$ cat src/rtl/comparador_pkg.sv
// Shared types, constants and golden compare function for the 2-bit comparator self-test.
package comparador_pkg;

    typedef enum logic [1:0] {
        IDLE  = 2'd0,
        DRIVE = 2'd1,
        FIN   = 2'd2
    } state_t;

    localparam int NUM_CODES = 16;
    localparam int CODE_W    = 4;
    localparam int RES_W     = 3;
    localparam int ERR_W     = 5;
    localparam int HOLD_W    = 8;

    // Code layout is {A,B,C,D}: X = code[3:2], Y = code[1:0]; result is {X>Y, X==Y, X<Y}.
    function automatic logic [RES_W-1:0] golden_cmp(input logic [CODE_W-1:0] code);
        logic [1:0] x;
        logic [1:0] y;
        x = code[3:2];
        y = code[1:0];
        golden_cmp = {(x > y), (x == y), (x < y)};
    endfunction

endpackage

$ cat src/rtl/modelo_comparador.sv
// Combinational golden reference for the 2-bit magnitude comparator.
module modelo_comparador
    import comparador_pkg::*;
(
    input  logic [CODE_W-1:0] i_code,
    output logic [RES_W-1:0]  o_expected
);

    assign o_expected = golden_cmp(i_code);

endmodule

$ cat src/rtl/secuenciador_comparador.sv
// Self-test sequencer: sweeps all 16 comparator codes and checks F1/F2/F3 against a golden model.
// Optional SECUENCIADOR_FAILMAP_EN adds a 16-bit per-code failure map output.
module secuenciador_comparador
    import comparador_pkg::*;
#(
    parameter int HOLD_CYCLES = 10
)
(
    input  logic              clk,
    input  logic              rst_n,
    input  logic              start,
    output logic              A,
    output logic              B,
    output logic              C,
    output logic              D,
    input  logic              F1,
    input  logic              F2,
    input  logic              F3,
    output logic              busy,
    output logic              done,
    output logic              pass,
    output logic [ERR_W-1:0]  err_count,
    output logic [CODE_W-1:0] fail_code
`ifdef SECUENCIADOR_FAILMAP_EN
    ,
    output logic [NUM_CODES-1:0] fail_map
`endif
);

    localparam logic [HOLD_W-1:0] HOLD_LAST = HOLD_W'(HOLD_CYCLES - 1);
    localparam logic [CODE_W-1:0] CODE_LAST = CODE_W'(NUM_CODES - 1);

    state_t              r_state;
    state_t              w_next_state;
    logic [CODE_W-1:0]   r_code;
    logic [HOLD_W-1:0]   r_hold_cnt;
    logic [ERR_W-1:0]    r_err_count;
    logic [CODE_W-1:0]   r_fail_code;
    logic                r_pass;

    logic [RES_W-1:0]    w_expected;
    logic [RES_W-1:0]    w_observed;
    logic                w_start_accept;
    logic                w_sample;
    logic                w_mismatch;
    logic                w_last_code;
    logic [ERR_W-1:0]    w_err_next;
    logic [CODE_W-1:0]   w_drive;

    modelo_comparador u_modelo (
        .i_code     (r_code),
        .o_expected (w_expected)
    );

    assign w_observed     = {F1, F2, F3};
    assign w_start_accept = (r_state == IDLE) && start;
    assign w_sample       = (r_state == DRIVE) && (r_hold_cnt == HOLD_LAST);
    // Golden results are always one-hot, so any non-one-hot response also fails this test.
    assign w_mismatch     = w_sample && (w_observed != w_expected);
    assign w_last_code    = (r_code == CODE_LAST);
    assign w_err_next     = r_err_count + ERR_W'(w_mismatch);

    always_ff @(posedge clk or negedge rst_n) begin
        if (!rst_n) begin
            r_state <= IDLE;
        end else begin
            r_state <= w_next_state;
        end
    end

    always_comb begin
        w_next_state = r_state;
        w_drive      = '0;
        busy         = 1'b0;
        done         = 1'b0;
        case (r_state)
            IDLE: begin
                if (start) begin
                    w_next_state = DRIVE;
                end
            end
            DRIVE: begin
                w_drive = r_code;
                busy    = 1'b1;
                if (w_sample && w_last_code) begin
                    w_next_state = FIN;
                end
            end
            FIN: begin
                done         = 1'b1;
                w_next_state = IDLE;
            end
            default: begin
                w_next_state = IDLE;
            end
        endcase
    end

    assign {A, B, C, D} = w_drive;

    always_ff @(posedge clk or negedge rst_n) begin
        if (!rst_n) begin
            r_code      <= '0;
            r_hold_cnt  <= '0;
            r_err_count <= '0;
            r_fail_code <= '0;
            r_pass      <= 1'b0;
        end else if (w_start_accept) begin
            r_code      <= '0;
            r_hold_cnt  <= '0;
            r_err_count <= '0;
            r_fail_code <= '0;
            r_pass      <= 1'b0;
        end else if (r_state == DRIVE) begin
            if (w_sample) begin
                r_hold_cnt <= '0;
                if (!w_last_code) begin
                    r_code <= r_code + CODE_W'(1);
                end
                if (w_mismatch) begin
                    r_err_count <= w_err_next;
                    if (r_err_count == '0) begin
                        r_fail_code <= r_code;
                    end
                end
                // Verdict is latched on the final sample so it is valid during the done cycle.
                if (w_last_code) begin
                    r_pass <= (w_err_next == '0);
                end
            end else begin
                r_hold_cnt <= r_hold_cnt + HOLD_W'(1);
            end
        end
    end

    assign err_count = r_err_count;
    assign fail_code = r_fail_code;
    assign pass      = r_pass;

`ifdef SECUENCIADOR_FAILMAP_EN
    logic [NUM_CODES-1:0] r_fail_map;

    always_ff @(posedge clk or negedge rst_n) begin
        if (!rst_n) begin
            r_fail_map <= '0;
        end else if (w_start_accept) begin
            r_fail_map <= '0;
        end else if (w_mismatch) begin
            r_fail_map[r_code] <= 1'b1;
        end
    end

    assign fail_map = r_fail_map;
`endif

endmodule

$ cat config.mk
export PLATFORM = sky130hd
export DESIGN_NAME = secuenciador_comparador
export DESIGN_NICKNAME = d
export VERILOG_FILES = /design/src/rtl/comparador_pkg.sv /design/src/rtl/modelo_comparador.sv /design/src/rtl/secuenciador_comparador.sv
export SDC_FILE = /design/constraint.sdc
export NUM_CORES = 1
export LEC_CHECK = 0
export CAP_MARGIN = 30
export CORE_UTILIZATION = 50
export CTS_CLUSTER_SIZE = 16
export DETAILED_ROUTE_END_ITERATION = 10
export MAX_ROUTING_LAYER = met4
export PLACE_DENSITY_LB_ADDON = 0.25
export RECOVER_POWER = 100
export SLEW_MARGIN = 30
export SYNTH_ARGS = -nofsm -noshare
export SYNTH_HDL_FRONTEND = slang
export SYNTH_HIERARCHICAL = 1
export SYNTH_SLANG_ARGS = --single-unit
export TNS_END_PERCENT = 1
$ cat constraint.sdc
create_clock -name clk -period 5.8 [get_ports clk]
set_clock_uncertainty 0.05 [all_clocks]
set_input_delay 0.87 -clock clk [delete_from_list [all_inputs] [get_ports clk]]
set_output_delay 0.87 -clock clk [all_outputs]
set_load 0.01 [all_outputs]
==> out/metrics.yaml, run 1 <==
status: "complete, no violations"
drt_pre_antenna_iters: 4
holdPathStages: 1
synth_commonest_cells: "dfrtp_1, nand2_1, nand3_1"
drv_slew: 0
ctsResizeCount: 0
post-dp-hpwl_mm: 2.22
r2r_end: "pass"
cp.arrival_ps: 3370
slew_headroom: 0.153
ys_async_sr_fraction: 1.00
min_period_ps: 3170
critPathSlowestCell: "dfrtp_1"
synth_nets: 165
cts_tree: "done"
crit_top_cell: "ha_1"
r2r_cells: 11
cts_root_buf: "clkbuf_4"
synth_area_sq_mm: 0.00143
vdd_drop_max_mv: 0.176
hp-class: "reg -> reg"
start_kind: "flip-flop"
critPathMaxStageDelay_ps: 500
antenna_cells: 0
grt_pass1_wl_mm: 5.23
fin_cells: 203
rsz0062_at_grt: "false"
num_vias: 1170
ys_ff_latch: 24
clk_pin_slew_ps: 140
fillers: 203
synth-edff-count: 0
routed_wl_mm: 2.92
area_delta_synth_final_pct: 17.4
viasPerCell: 5.76
drv_cap: 0
io_pins: 22
synth_top_area_cell: "dfrtp_1"
synth_warnings: 6
end_kind: "flip-flop"
synth_top_area_share: 0.421
power_density_mw_per_mm2: 177
synthTopCellsByArea: "dfrtp_1, ha_1, xor2_1, nand2_1, nand3_1"
grt_max_degree: 25
portBuffers: 21
cts_hold_buf: 0
antenna_left: 0
fin_crit_sh: 0.547
clkLatencyLatePin_ps: 310
min_to: "r_hold_cnt[7]"
synth.avg_cell_area_sq_um: 9.38
grt_pass1_vias: 1173
cts_buffer_depth: 2
placedCellCount: 199
cp_top_family: "simple AND/OR/NAND/NOR gates"
die_y_um: 55.4
globalplace.congestion: 0.917
regArea_sq_um: 601
crit_type: "reg -> reg"
worstMarginPinSlew_ps: 1270
drive_gt1_frac: 0.0289
tritoncts.num_buffers: 3
worstPathMaxFanout: 9
grt_overflow: 0
yosysMostFrequentCell: "dfrtp_1"
dieArea_sq_mm: 0.00307
post_cts_buffers: 0
die_w_um: 55.4
min_from: "r_hold_cnt[7]"
drc: 0
clock.fmax_mhz: 315
synth_cells: 152
multi_input_area_sq_um: 756
h-tree-depth: 1
core_sq_mm: 0.00259
setup_viol: 0
timing.rr.start: "r_code[2]"
grt_usage: 0.217
crit_chain: "inv_1, ha_1, and2_0, a21oi_1, xor2_1, or3_1, and2_0, ha_1, ha_1, nor4_1, a32o_1"
p_total_mw: 0.295
cts.sinks: 24
wl_per_cell_um: 14.4
cp.required_ps: 6000
reg2reg_slack_ps: 2630
drt_iter0_drc: 26
path_buf_inv: 1
synth_cell_types: 39
startpoint: "r_code[2]"
setup_tns_ps: 0
antenna_found_initial: 0
start_util: 0.550
ys_seq_area_frac: 0.421
nNetsFinal: 187
synthFlopType: "dfrtp_1"
leakage_nw: 0.763
num_rows: 18
hold_viol_final: 0
==> sequential cells by signal, indices dropped and copies added, names as in the netlist <==
register,flops
pass,1
r_code,4
r_state,2
err_count,5
r_hold_cnt,8
fail_code,4
==> final cells by class <==
cell class	instances	area share
Timing Repair Buffer	21	0.122
Inverter	6	0.0135
Sequential cell	24	0.359
Clock inverter	1	0.0180
Multi-Input combinational cell	118	0.452
Clock buffer	3	0.0135
Tap cell	30	0.0224
==> cells by family (layout without fill, tap and decap cells) <==
kind of cell | after synthesis | count (layout) | share of synthesized area
and+or+nand+nor | 69 | 69 | 0.272
DFF | 24 | 24 | 0.421
xor gates and xnor gates | 11 | 11 | 0.0676
adders and majority gates | 7 | 7 | 0.0615
AOI/OAI and AO/OA | 28 | 28 | 0.117
muxes | 3 | 3 | 0.0211
buffers and inverters | 10 | 31 | 0.0395
==> routing by layer <==
metal	track usage	vias to the layer above	routed length, um
met5	-	-	0
met4	0.0393	0	13
met3	0.0258	2	126
met2	0.348	22	1370
met1	0.302	559	1410
li1	-	587	-
==> cell usage in the layout (no fill, tap or decap), drive strengths merged, types with 2 or more instances in the layout <==
cell            n
dlygate4sd3    16
a21oi           8
nand4           9
and3            4
xor2            9
inv             6
mux2i           3
nand3          11
nor2            9
clkdlybuf4s50   4
clkbuf          4
and2            9
a31oi           3
nand2          15
or3             2
ha              7
o21ai          10
nand2b          2
dfrtp          24
nor3            3
xnor2           2
==> stage by stage <==
| step | area [sq um] | setup slack (ps) | utilization | hold WS (ps) |
|---|---|---|---|---|
| after CTS | 1690 | 2750 | 0.651 | 445 |
| after detailed placement | 1630 | 2570 | 0.631 | 423 |
| after floorplan | 1430 | 2980 | - | 393 |
| final | 1670 | 2630 | 0.646 | 454 |
| after global placement | 1640 | 2660 | 0.633 | 417 |
| after global routing | 1670 | 2310 | 0.646 | 473 |
==> where the power goes <==
group	internal, mW	total (mW)	switching [mW]
Sequential	0.167	0.167	0
Combinational	0.00302	0.00840	0.00538
Clock	0.0698	0.120	0.0499
Total	0.240	0.295	0.0553
==> how the worst max path moves through the flow <==
stage               slack (ps)  endpoint  cells after the start
CTS                       2750      pass                     11
floorplan                 2980      pass                     13
finish                    2630      pass                     11
global route              2310      pass                     13
detailed placement        2570      pass                      8
global placement          2660      pass                      9
Power figures use the tool's default switching activity.
==> inputs of run 2 (changes only) <==
Clock period 5.8 ns to 3 ns, I/O delays scaled along.
==> run 2 against run 1 <==
Worst setup slack worse by 2400 ps. Combinational power is 120% higher. Worst hold slack better by 7.5 ps. Critical path type unchanged. Largest cell class unchanged. Largest power group unchanged.
==> out/metrics.yaml, run 2 (synthesized netlist as in run 1, its figures left out) <==
status: "complete, no violations"
drv_cap: 0
drc: 0
worstMarginPinSlew_ps: 1340
globalplace.congestion: 0.851
antenna_cells: 0
viasPerCell: 6.04
clk_pin_slew_ps: 130
multi_input_area_sq_um: 761
cts_hold_buf: 0
cts_buffer_depth: 2
antenna_left: 0
grt_overflow: 0
final_cell_area_sq_mm: 0.00170
largest_reg_flops: 8
placedCellCount: 202
post-dp-hpwl_mm: 2.28
io_pins: 22
nNetsFinal: 192
leakage_nw: 0.787
crit_top_cell: "ha_1"
switching_share: 0.215
fin_crit_sh: 0.933
area_delta_synth_final_pct: 19.4
clock.fmax_mhz: 357
ctsResizeCount: 0
internal_power_mw: 0.405
dieArea_sq_mm: 0.00307
end_kind: "flip-flop"
die_w_um: 55.4
dpl-instance-area_sq_mm: 0.00166
pwr-share-seq: 0.626
fillers: 218
power_density_mw_per_mm2: 303
drive_gt1_frac: 0.0674
pwr-share-comb: 0.036
cts_tree: "done"
start_util: 0.550
grt_pass1_vias: 1234
worst_slack_ps: 201
path_buf_inv: 0
critPathMaxStageDelay_ps: 480
cts.sinks: 24
regMostFlops: "r_hold_cnt"
setup_tns_ps: 0
fin_cells: 208
num_vias: 1256
routed_wl_mm: 3.14
cts_root_buf: "clkbuf_4"
crit_chain: "ha_1, nand2b_1, and2_0, xor2_1, or3_1, and2_4, ha_1, ha_1, a31oi_1, nor2_1, a32o_1"
core_sq_mm: 0.00259
setup_viol: 0
min_period_ps: 2800
cp_top_family: "simple AND/OR/NAND/NOR gates"
grt_usage: 0.231
hold_viol_final: 0
post_cts_buffers: 0
wl_per_cell_um: 15.1
rsz0062_at_grt: "false"
start_kind: "flip-flop"
die_y_um: 55.4
grt_max_degree: 25
worstPathMaxFanout: 7
antenna_found_initial: 0
drt_pre_antenna_iters: 4
clkLatencyLatePin_ps: 320
post-place-ws_ps: 215
tritoncts.num_buffers: 3
portBuffers: 21
hp-class: "reg -> reg"
slew_headroom: 0.108
most-common-layout-cells: "dfrtp_1, nand2_1, dlygate4sd3_1"
cp.required_ps: 3180
regArea_sq_um: 601
h-tree-depth: 1
vdd_drop_max_mv: 0.249
layout_commonest_cell: "dfrtp_1"
holdWs_ps: 461
critPathSlowestCell: "dfrtp_1"
clkPwrFrac: 0.338
cp.arrival_ps: 2980
num_rows: 18
drt_iter0_drc: 41
crit_type: "reg -> reg"
grt_pass1_wl_mm: 5.48
drv_slew: 0
power.switching_mw: 0.111
==> run 2: changes by cell type in the layout (fill, tap and decap cells not counted), sizes merged <==
cell	previous run	this run
buf	0	4
clkbuf	4	5
bufinv	1	0
dlygate4sd3	16	14
clkdlybuf4s50	4	7
==> run 2: final cells by class <==
class                      count  share of cell area
inverter                       6              0.0132
timing repair buffer          26               0.143
sequential                    24               0.353
clock buffer                   4              0.0213
multi-input combinational    118               0.447
tap                           30              0.0221
==> run 2: final timing paths <==
path / startpoint / endpoint / slack (ps) / cells past startpoint
max in group asynchronous: rst_n / fail_code[0] / 1240 / 2
worst min-delay path: r_hold_cnt[7] / r_hold_cnt[7] / 460 / 1
min in group asynchronous: rst_n / err_count[2] / 880 / 2
worst max register to register: r_code[3] / pass / 200 / 11
worst max-delay path: r_code[3] / pass / 200 / 11
worst min register to register: r_hold_cnt[7] / r_hold_cnt[7] / 460 / 1
==> run 2: metal layers <==
metal  vias up  global-route usage  routed length [um]
met5         -                   -                   0
met2        38               0.358                1500
met3        12              0.0351                 100
li1        595                   -                   -
met1       611               0.293                1440
met4         0               0.118                  91
==> run 2: power groups by stage <==
stage / clock (mW) / combinational [mW] / sequential, mW
after floorplan: 0 / 0.00422 / 0.330
after global placement: 0 / 0.0193 / 0.330
after detailed placement: 0 / 0.0198 / 0.330
after CTS: 0.175 / 0.0198 / 0.323
after global routing: 0.187 / 0.0213 / 0.324
final: 0.174 / 0.0185 / 0.323
==> run 2: metrics by stage <==
stage	total power [mW]	util
after floorplan	0.334	-
after global routing	0.532	0.657
after detailed placement	0.349	0.642
final	0.516	0.657
after CTS	0.518	0.656
after global placement	0.349	0.642
